**src/rtl/ifu_fetch.sv**
```systemverilog
// Instruction fetch stage: one AXI read per instruction, single outstanding fetch.
// Presents each fetched word with a one-cycle valid pulse, then waits for execute to request the next PC.
module ifu_fetch #(
    parameter int                ADDR_W   = 64,
    parameter logic [ADDR_W-1:0] RESET_PC = 64'h8000_0000
) (
    input  logic              clk,
    input  logic              rst,
    input  logic              ifetch_req,
    input  logic              ifetch_taken,
    input  logic [ADDR_W-1:0] ifetch_taken_pc,
    output logic              IFU_vld,
    output logic [ADDR_W-1:0] IFU_pc,
    output logic [31:0]       IFU_inst,
    output logic              proto_err,
    output logic [63:0]       inst_cnt,
    output logic [63:0]       axi_AR_ADDR,
    output logic              axi_AR_VALID,
    input  logic              axi_AR_READY,
    input  logic [63:0]       axi_R_DATA,
    input  logic              axi_R_VALID,
    output logic              axi_R_READY
);

    typedef enum logic [1:0] {S_AR, S_R, S_OUT, S_WAIT} state_t;

    state_t            state_q;
    logic [ADDR_W-1:0] pc_q, pc_d;
    logic [ADDR_W-1:0] ifu_pc_q;
    logic [31:0]       ifu_inst_q;
    logic              ifu_vld_q;
    logic              proto_err_q;
    logic [63:0]       cnt_q;
    logic [31:0]       rword;

    // Redirect targets are forced to a 4-byte boundary.
    assign pc_d  = ifetch_taken ? {ifetch_taken_pc[ADDR_W-1:2], 2'b00} : pc_q + ADDR_W'(4);
    assign rword = pc_q[2] ? axi_R_DATA[63:32] : axi_R_DATA[31:0];

    always_ff @(posedge clk) begin
        if (rst) begin
            state_q     <= S_AR;
            pc_q        <= RESET_PC;
            ifu_pc_q    <= RESET_PC;
            ifu_inst_q  <= 32'h0;
            ifu_vld_q   <= 1'b0;
            proto_err_q <= 1'b0;
            cnt_q       <= 64'h0;
        end else begin
            case (state_q)
                S_AR: begin
                    if (ifetch_req) proto_err_q <= 1'b1;
                    if (axi_AR_READY) state_q <= S_R;
                end
                S_R: begin
                    if (ifetch_req) proto_err_q <= 1'b1;
                    if (axi_R_VALID) begin
                        ifu_inst_q <= rword;
                        ifu_pc_q   <= pc_q;
                        ifu_vld_q  <= 1'b1;
                        state_q    <= S_OUT;
                    end
                end
                S_OUT: begin
                    ifu_vld_q <= 1'b0;
                    cnt_q     <= cnt_q + 64'd1;
                    if (ifetch_req) begin
                        pc_q    <= pc_d;
                        state_q <= S_AR;
                    end else begin
                        state_q <= S_WAIT;
                    end
                end
                S_WAIT: begin
                    if (ifetch_req) begin
                        pc_q    <= pc_d;
                        state_q <= S_AR;
                    end
                end
                default: state_q <= S_AR;
            endcase
        end
    end

    // Handshake strobes are gated by rst so nothing is offered or accepted during reset.
    assign axi_AR_VALID = (state_q == S_AR) && !rst;
    assign axi_R_READY  = (state_q == S_R) && !rst;
    assign axi_AR_ADDR  = 64'({pc_q[ADDR_W-1:3], 3'b000});
    assign IFU_vld      = ifu_vld_q;
    assign IFU_pc       = ifu_pc_q;
    assign IFU_inst     = ifu_inst_q;
    assign proto_err    = proto_err_q;
    assign inst_cnt     = cnt_q;

endmodule

```
**config.mk**
```make
export PLATFORM = sky130hd
export DESIGN_NAME = ifu_fetch
export DESIGN_NICKNAME = d
export VERILOG_FILES = /design/src/rtl/ifu_fetch.sv
export SDC_FILE = /design/constraint.sdc
export NUM_CORES = 1
export LEC_CHECK = 0
export ABC_CLOCK_PERIOD_IN_PS = 5600
export CAP_MARGIN = 20
export CORE_ASPECT_RATIO = 1.2
export CORE_MARGIN = 10
export CORE_UTILIZATION = 39
export CTS_CLUSTER_DIAMETER = 80
export DETAILED_ROUTE_END_ITERATION = 10
export DONT_BUFFER_PORTS = 1
export GPL_TIMING_DRIVEN = 0
export PLACE_DENSITY = 0.53
export SLEW_MARGIN = 20
export SYNTH_ARGS = -nofsm -noshare
export SYNTH_HDL_FRONTEND = slang
export SYNTH_SLANG_ARGS = --single-unit
```
**constraint.sdc**
```tcl
create_clock -name clk -period 5.6 [get_ports clk]
set_clock_uncertainty 0.2 [all_clocks]
set_input_delay 0.56 -clock clk [delete_from_list [all_inputs] [get_ports clk]]
set_output_delay 0.56 -clock clk [all_outputs]
set_load 0.05 [all_outputs]
```
==> reports/metrics.yaml, run 1 <==
logic_synthesis:
  synthCells: 1441
  yosys-top-cells-area: "dfxtp_1, nand2_1, nor2_1"
  synth_ff_type: "dfxtp_1"
  avgSynthCellArea_sq_um: 7.84
  ys_top_cells_by_count: "dfxtp_1, nand2_1, nor2_1, a21oi_1, clkbuf_1"
  ys_async_sr_fraction_pct: 0
  synth.most_common_cell: "dfxtp_1"
  yosys_warnings: 0
  synth_top_area_share_pct: 39.7
  synth_edf_count: 0
  synth_largest_area_cell: "dfxtp_1"
  synth_area_sq_um: 11300
  ys_seq_area_share_pct: 39.7
  ys_types: 62
  synth_seq_cells: 224
route:
  dr.first_iter.drc_count: 810
  routed_wl_mm: 46.7
  wl_per_cell_um: 24.7
  vias: 10900
  avgViaCountPerCell: 5.78
  drt_first_pass_iters: 6
  drc: 0
  ant_nets: 0
worst_setup_path:
  cp_slowest_cell: "nor4b_2"
  reg2reg_depth: 6
  critical-path-top-delay-family: "simple AND/OR/NAND/NOR gates"
  worstReg2RegStart: "inst_cnt[15]"
  crit_arrival_ns: 3.95
  startpoint: "inst_cnt[15]"
  crit_cells: 6
  critPathMaxStageDelay_ns: 0.92
  path_buf_inv: 0
  cp_max_fo: 9
  path_class: "flop to flop"
  endpoint: "inst_cnt[62]"
  crit_chain: "nand3_1 > or3_1 > nor4b_2 > nand4_1 > or3_1 > a21oi_1"
  crit_path_start_kind: "flop"
  cp.required_ns: 5.86
  r2r_slack_ns: 1.91
  endpoint_kind: "flop"
  r2r-end: "inst_cnt[62]"
  cpMostUsedCell: "or3_1"
grt:
  overflow: 0
  use_met3_pct: 8.30
  grtUsageTotal_pct: 24.2
  grt_pass1_wl_mm: 68.1
  antenna_found_initial: 6
  grt_pass1_vias: 10500
  busiest_layer: "met2"
  met1_usage_pct: 28.2
  grt_max_degree: 13
  use_met2_pct: 40.7
place:
  place_ws_ns: 1.93
  port_buffers: 0
  globalplace.congestion: 0.934
  dpl.hpwl_mm: 35.4
  place_area_sq_um: 11800
sta:
  fmax_mhz: 271
  setup_ws_ns: 1.91
  min_period_ns: 3.69
  finalSetupTns_ns: 0
  period_share_pct: 65.9
  setup_viol: 0
  relSlewSlack_pct: 30.2
  worst_hold_slack_ns: 0.0235
  grt_setup_unrepaired: "false"
  maxSlewViolCount: 0
  final_hold_viol_count: 0
  tightestPinTransition_ns: 1.04
cells_and_area:
  drive_gt1_share_pct: 8.73
  num-fill-cells: 2998
  syn2layout_area_growth_pct: 13.3
  nNetsFinal: 1621
  fin_util_pct: 44.7
  final_cell_area_sq_um: 12800
flow_run:
  max_cap_viol_count: 0
floorplan:
  fp.dieArea_sq_um: 36200
  core_area_sq_um: 28700
  num_rows: 68
  start_util_pct: 39.4
  die_w_um: 175
  chipHeight_um: 206
  io_pins: 362
pwr:
  power_density_nw_per_um2: 297
  p_leak_nw: 4.27
  ir_drop_uv: 160
clock_tree:
  clockBufferDepth: 3
  postCtsSetupBuffers: 0
  cts_sinks: 224
  clk_pin_slew_ns: 0.06
  cts_tree: "yes"
  h-tree-depth: 1
  cts_root_buf: "clkbuf_16"
  clk_latency_ns: 0.55
  cts_resized: 0
  cts_buffers: 26
status:
  status: "complete, no violations"
min_path:
  min_path_type: "primary input to flop"
[worst register-to-register path, stage by stage, from the launching register on]
cell	delay (ns)
dfxtp_1	0.72
nand3_1	0.23
or3_1	0.48
nor4b_2	0.92
nand4_1	0.48
or3_1	0.47
a21oi_1	0.13
[worst min path at each step]
| stage | from | to | slack (ns) | cells after the start |
|---|---|---|---|---|
| 2_1_floorplan | pc_q[24] | IFU_pc[24] | 0.27 | 2 |
| 6_report | ifetch_taken_pc[45] | pc_q[45] | 0.02 | 2 |
| 5_1_grt | ifetch_taken_pc[30] | pc_q[30] | 0.03 | 2 |
| 3_5_place_dp | pc_q[13] | IFU_pc[13] | 0.33 | 2 |
| 4_1_cts | ifetch_taken_pc[45] | pc_q[45] | 0.005 | 2 |
| 3_3_place_gp | pc_q[13] | IFU_pc[13] | 0.32 | 2 |
[area by class of cell]
type / count / area, sq um / share of cell area [%]
flip-flops and latches: 224 / 4480 / 35.0
clock buffers: 35 / 716 / 5.59
clock inverters: 8 / 144 / 1.12
well taps: 385 / 482 / 3.76
inverters: 15 / 56.3 / 0.440
plain buffers: 167 / 886 / 6.92
multi-input cells: 1039 / 5910 / 46.2
repair buffers: 12 / 118 / 0.918
diodes: 4 / 10.0 / 0.0782
[stage by stage]
stage	instances	total power, mW
finish	1889	3.80
global placement	1830	2.05
detailed placement	1831	2.06
floorplan	1445	1.96
global route	1886	3.92
CTS	1885	3.84
[where the power goes]
group	switching (mW)	internal [mW]	total (mW)
logic	0.215	0.0812	0.296
registers	0.109	1.62	1.73
clock network	0.701	1.07	1.77
[per-layer routing]
layer  vias to the layer above  part of all wire [%]
li1                       5124                     -
met3                        97                    11
met5                         -                 0.041
met1                      5191                    38
met4                         4                   3.5
met2                       511                    48
[state kept, by name, indices dropped and copies added (netlist names)]
signal and flops:
proto_err 1, IFU_inst 32, pc_q 62, inst_cnt 64
state_q 2, IFU_vld 1, IFU_pc 62
[what timing repair did]
| action | 4_1_cts | 5_1_grt |
|---|---|---|
| endpoints found under the setup margin | 0 | 0 |
| hold buffers | 11 | 0 |
| endpoints found under the hold margin | 12 | 0 |
[cell usage in the layout (no fill, tap or decap), types with 5 or more instances in the layout]
cell	n
a211oi_1	36
a21oi_1	118
a22o_1	5
a22oi_1	9
a31oi_1	21
and2_1	7
and3_1	37
and4_1	17
buf_1	13
buf_4	68
clkbuf_1	88
clkbuf_16	27
conb_1	5
dfxtp_1	224
dlygate4sd3_1	11
inv_1	14
mux2i_1	55
nand2_1	199
nand2b_1	5
nand3_1	72
nand4_1	39
nor2_1	162
nor2b_1	10
nor3_1	34
nor4_1	16
o21ai_0	41
o22ai_1	12
o31ai_1	6
or3_1	17
or4_1	6
xnor2_1	12
xor2_1	43
[logic make-up (layout without fill, tap and decap cells)]
| logic type | after synthesis | in the layout | synth area share [%] |
|---|---|---|---|
| AO/OA/AOI/OAI | 274 | 274 | 14.7 |
| XOR/XNOR | 55 | 55 | 4.26 |
| adder cells (fa/ha/maj) | 2 | 2 | 0.221 |
| buffers and inverters | 182 | 237 | 8.34 |
| flip-flops | 224 | 224 | 39.7 |
| multiplexers | 58 | 58 | 5.17 |
| other | 1 | 9 | 0.0332 |
| AND/OR/NAND/NOR | 645 | 645 | 27.6 |
No activity file was read; power rests on OpenSTA's default activity.
==> inputs of run 2 (changes only) <==
--- a/config.mk
+++ b/config.mk
@@ -5,7 +5,7 @@
 export SDC_FILE = /design/constraint.sdc
 export NUM_CORES = 1
 export LEC_CHECK = 0
-export ABC_CLOCK_PERIOD_IN_PS = 5600
+export ABC_CLOCK_PERIOD_IN_PS = 3480
 export CAP_MARGIN = 20
 export CORE_ASPECT_RATIO = 1.2
 export CORE_MARGIN = 10
==> constraint.sdc (replaced) <==
create_clock -name clk -period 3.48 [get_ports clk]
set_clock_uncertainty 0.2 [all_clocks]
set_input_delay 0.348 -clock clk [delete_from_list [all_inputs] [get_ports clk]]
set_output_delay 0.348 -clock clk [all_outputs]
set_load 0.05 [all_outputs]
==> run 2 against run 1 <==
- non-clock buffer count rose by 118
- register-to-register slack got worse by 1.7 ns
- sequential share of layout area down 3.0 points
- hold slack gained 0.050 ns
- clock power increased by 61%
- total power rose by 64%
- core utilization rose by 4.2 points
==> reports/metrics.yaml, run 2 (synthesis gave the netlist of run 1 again) <==
route:
  ant_nets: 0
  met3_length_mm: 4.70
  drc: 0
  avgViaCountPerCell: 5.69
  vias: 11400
  drt_first_pass_iters: 6
  wl_met1_mm: 18.5
  dr.first_iter.drc_count: 1000
  wl_per_cell_um: 24.0
  wl_met2_mm: 23.3
  routed_wl_mm: 48.1
  top_layer_used: "met4"
worst_setup_path:
  endpoint_kind: "flop"
  crit_cells: 6
  crit_path_start_kind: "flop"
  cp_slowest_cell: "dfxtp_1"
  crit_arrival_ns: 3.58
  crit_chain: "nand2_1 > or3_1 > nor4b_4 > nand4_1 > or3_1 > a21oi_1"
  critPathMaxStageDelay_ns: 0.70
  cpMostUsedCell: "or3_1"
  reg2reg_depth: 6
  cp_max_fo: 9
  path_class: "flop to flop"
  path_buf_inv: 0
  cp.required_ns: 3.74
  critical-path-top-delay-family: "simple AND/OR/NAND/NOR gates"
sta:
  finalSetupTns_ns: 0
  setup_viol: 0
  period_share_pct: 95.4
  grt_setup_unrepaired: "true"
  maxSlewViolCount: 0
  min_period_ns: 3.32
  relSlewSlack_pct: 31.6
  fmax_mhz: 301
  final_hold_viol_count: 0
  setup_ws_ns: 0.160
  tightestPinTransition_ns: 1.03
cells_and_area:
  final_cell_mix: "dfxtp_1, nand2_1, nor2_1, dlygate4sd3_1, a21oi_1"
  nNetsFinal: 1739
  drive_gt1_share_pct: 8.53
  syn2layout_area_growth_pct: 24.0
  final_cell_area_sq_um: 14000
  layout_commonest_cell: "dfxtp_1"
  largest_reg_flops: 64
pwr:
  seqPwrFrac_pct: 44.7
  intPower_mw: 4.56
  switching_power_mw: 1.68
  p_leak_nw: 4.80
  power_density_nw_per_um2: 446
  ir_drop_uv: 262
  combPwrFrac_pct: 9.6
  p_clk_share_pct: 45.7
  swShare_pct: 26.9
grt:
  antenna_found_initial: 3
  grt_max_degree: 13
  overflow: 0
  grt_pass1_wl_mm: 70.6
  grtUsageTotal_pct: 25.0
  grt_pass1_vias: 11100
floorplan:
  io_pins: 362
  core_area_sq_um: 28700
  chipHeight_um: 206
  fp.dieArea_sq_um: 36200
  num_rows: 68
  start_util_pct: 39.4
  die_w_um: 175
clock_tree:
  clk_latency_ns: 0.54
  cts_sinks: 224
  cts_tree: "yes"
  clockBufferDepth: 3
  cts_buffers: 26
  cts_root_buf: "clkbuf_16"
  clk_pin_slew_ns: 0.06
  h-tree-depth: 1
status:
  status: "complete, no violations"
flow_run:
  max_cap_viol_count: 0
place:
  dpl.hpwl_mm: 35.4
  place_ws_ns: -0.195
  port_buffers: 0
  place_area_sq_um: 11800
  globalplace.congestion: 0.934
min_path:
  min_path_type: "primary input to flop"
  min_path_cells: 3
run 2: changes by cell type in the layout (fill, tap and decap cells not counted), moves of 3 or more:
cell | previous run | this run
buf_4 | 68 | 71
dfxtp_1 | 224 | 221
dfxtp_2 | 0 | 3
dlygate4sd3_1 | 11 | 126
run 2: layer usage:
layer  global-route usage [%]  up-vias
met1                     29.2     5447
met2                     42.4      529
met3                     7.33       89
met4                     9.52        0
li1                         -     5366
met5                        0        -
run 2: cell type report:
| class | count | area [sq um] |
|---|---|---|
| Multi-Input combinational cell | 1039 | 5930 |
| Buffer | 167 | 886 |
| Inverter | 15 | 56.3 |
| Timing Repair Buffer | 130 | 1290 |
| Tap cell | 385 | 482 |
| Clock buffer | 35 | 716 |
| Sequential cell | 224 | 4490 |
| Antenna cell | 5 | 12.5 |
| Clock inverter | 8 | 144 |
| Fill cell | 2879 | 14700 |
run 2: worst paths after layout:
| kind | end | slack [ns] | from |
|---|---|---|---|
| min reg2reg | IFU_pc[21] | 0.34 | pc_q[21] |
| max | inst_cnt[62] | 0.16 | inst_cnt[14] |
| min | pc_q[37] | 0.07 | ifetch_taken_pc[37] |
| max reg2reg | inst_cnt[62] | 0.16 | inst_cnt[14] |
run 2: worst reg2reg max path, cell delays in order (launching register included):
cell	delay, ns
dfxtp_1	0.70
nand2_1	0.23
or3_1	0.45
nor4b_4	0.64
nand4_1	0.42
or3_1	0.47
a21oi_1	0.13
run 2: power by group through the flow:
stage | Sequential (mW) | Combinational, mW | Clock [mW]
floorplan | 2.82 | 0.329 | 0
global placement | 2.85 | 0.459 | 0
detailed placement | 2.85 | 0.463 | 0
CTS | 2.79 | 0.592 | 2.91
global route | 2.80 | 0.638 | 3.01
finish | 2.79 | 0.601 | 2.85
run 2: timing repair:
action,CTS,global route
gates resized for setup,2,5
cloned,0,0
buffers inserted,0,3
pin swaps,0,2
hold buffers,126,0
endpoints found under the setup margin,13,14
hold endpoints to repair,95,0
run 2: stage by stage:
step | power [mW] | util (%) | instances | hold WS (ns)
after floorplan | 3.15 | - | 1445 | 0.266
after global routing | 6.44 | 48.8 | 2006 | 0.0826
final | 6.24 | 48.9 | 2008 | 0.0737
after global placement | 3.30 | 41.1 | 1830 | 0.289
after CTS | 6.29 | 48.7 | 2000 | 0.0373
after detailed placement | 3.31 | 41.2 | 1831 | 0.290
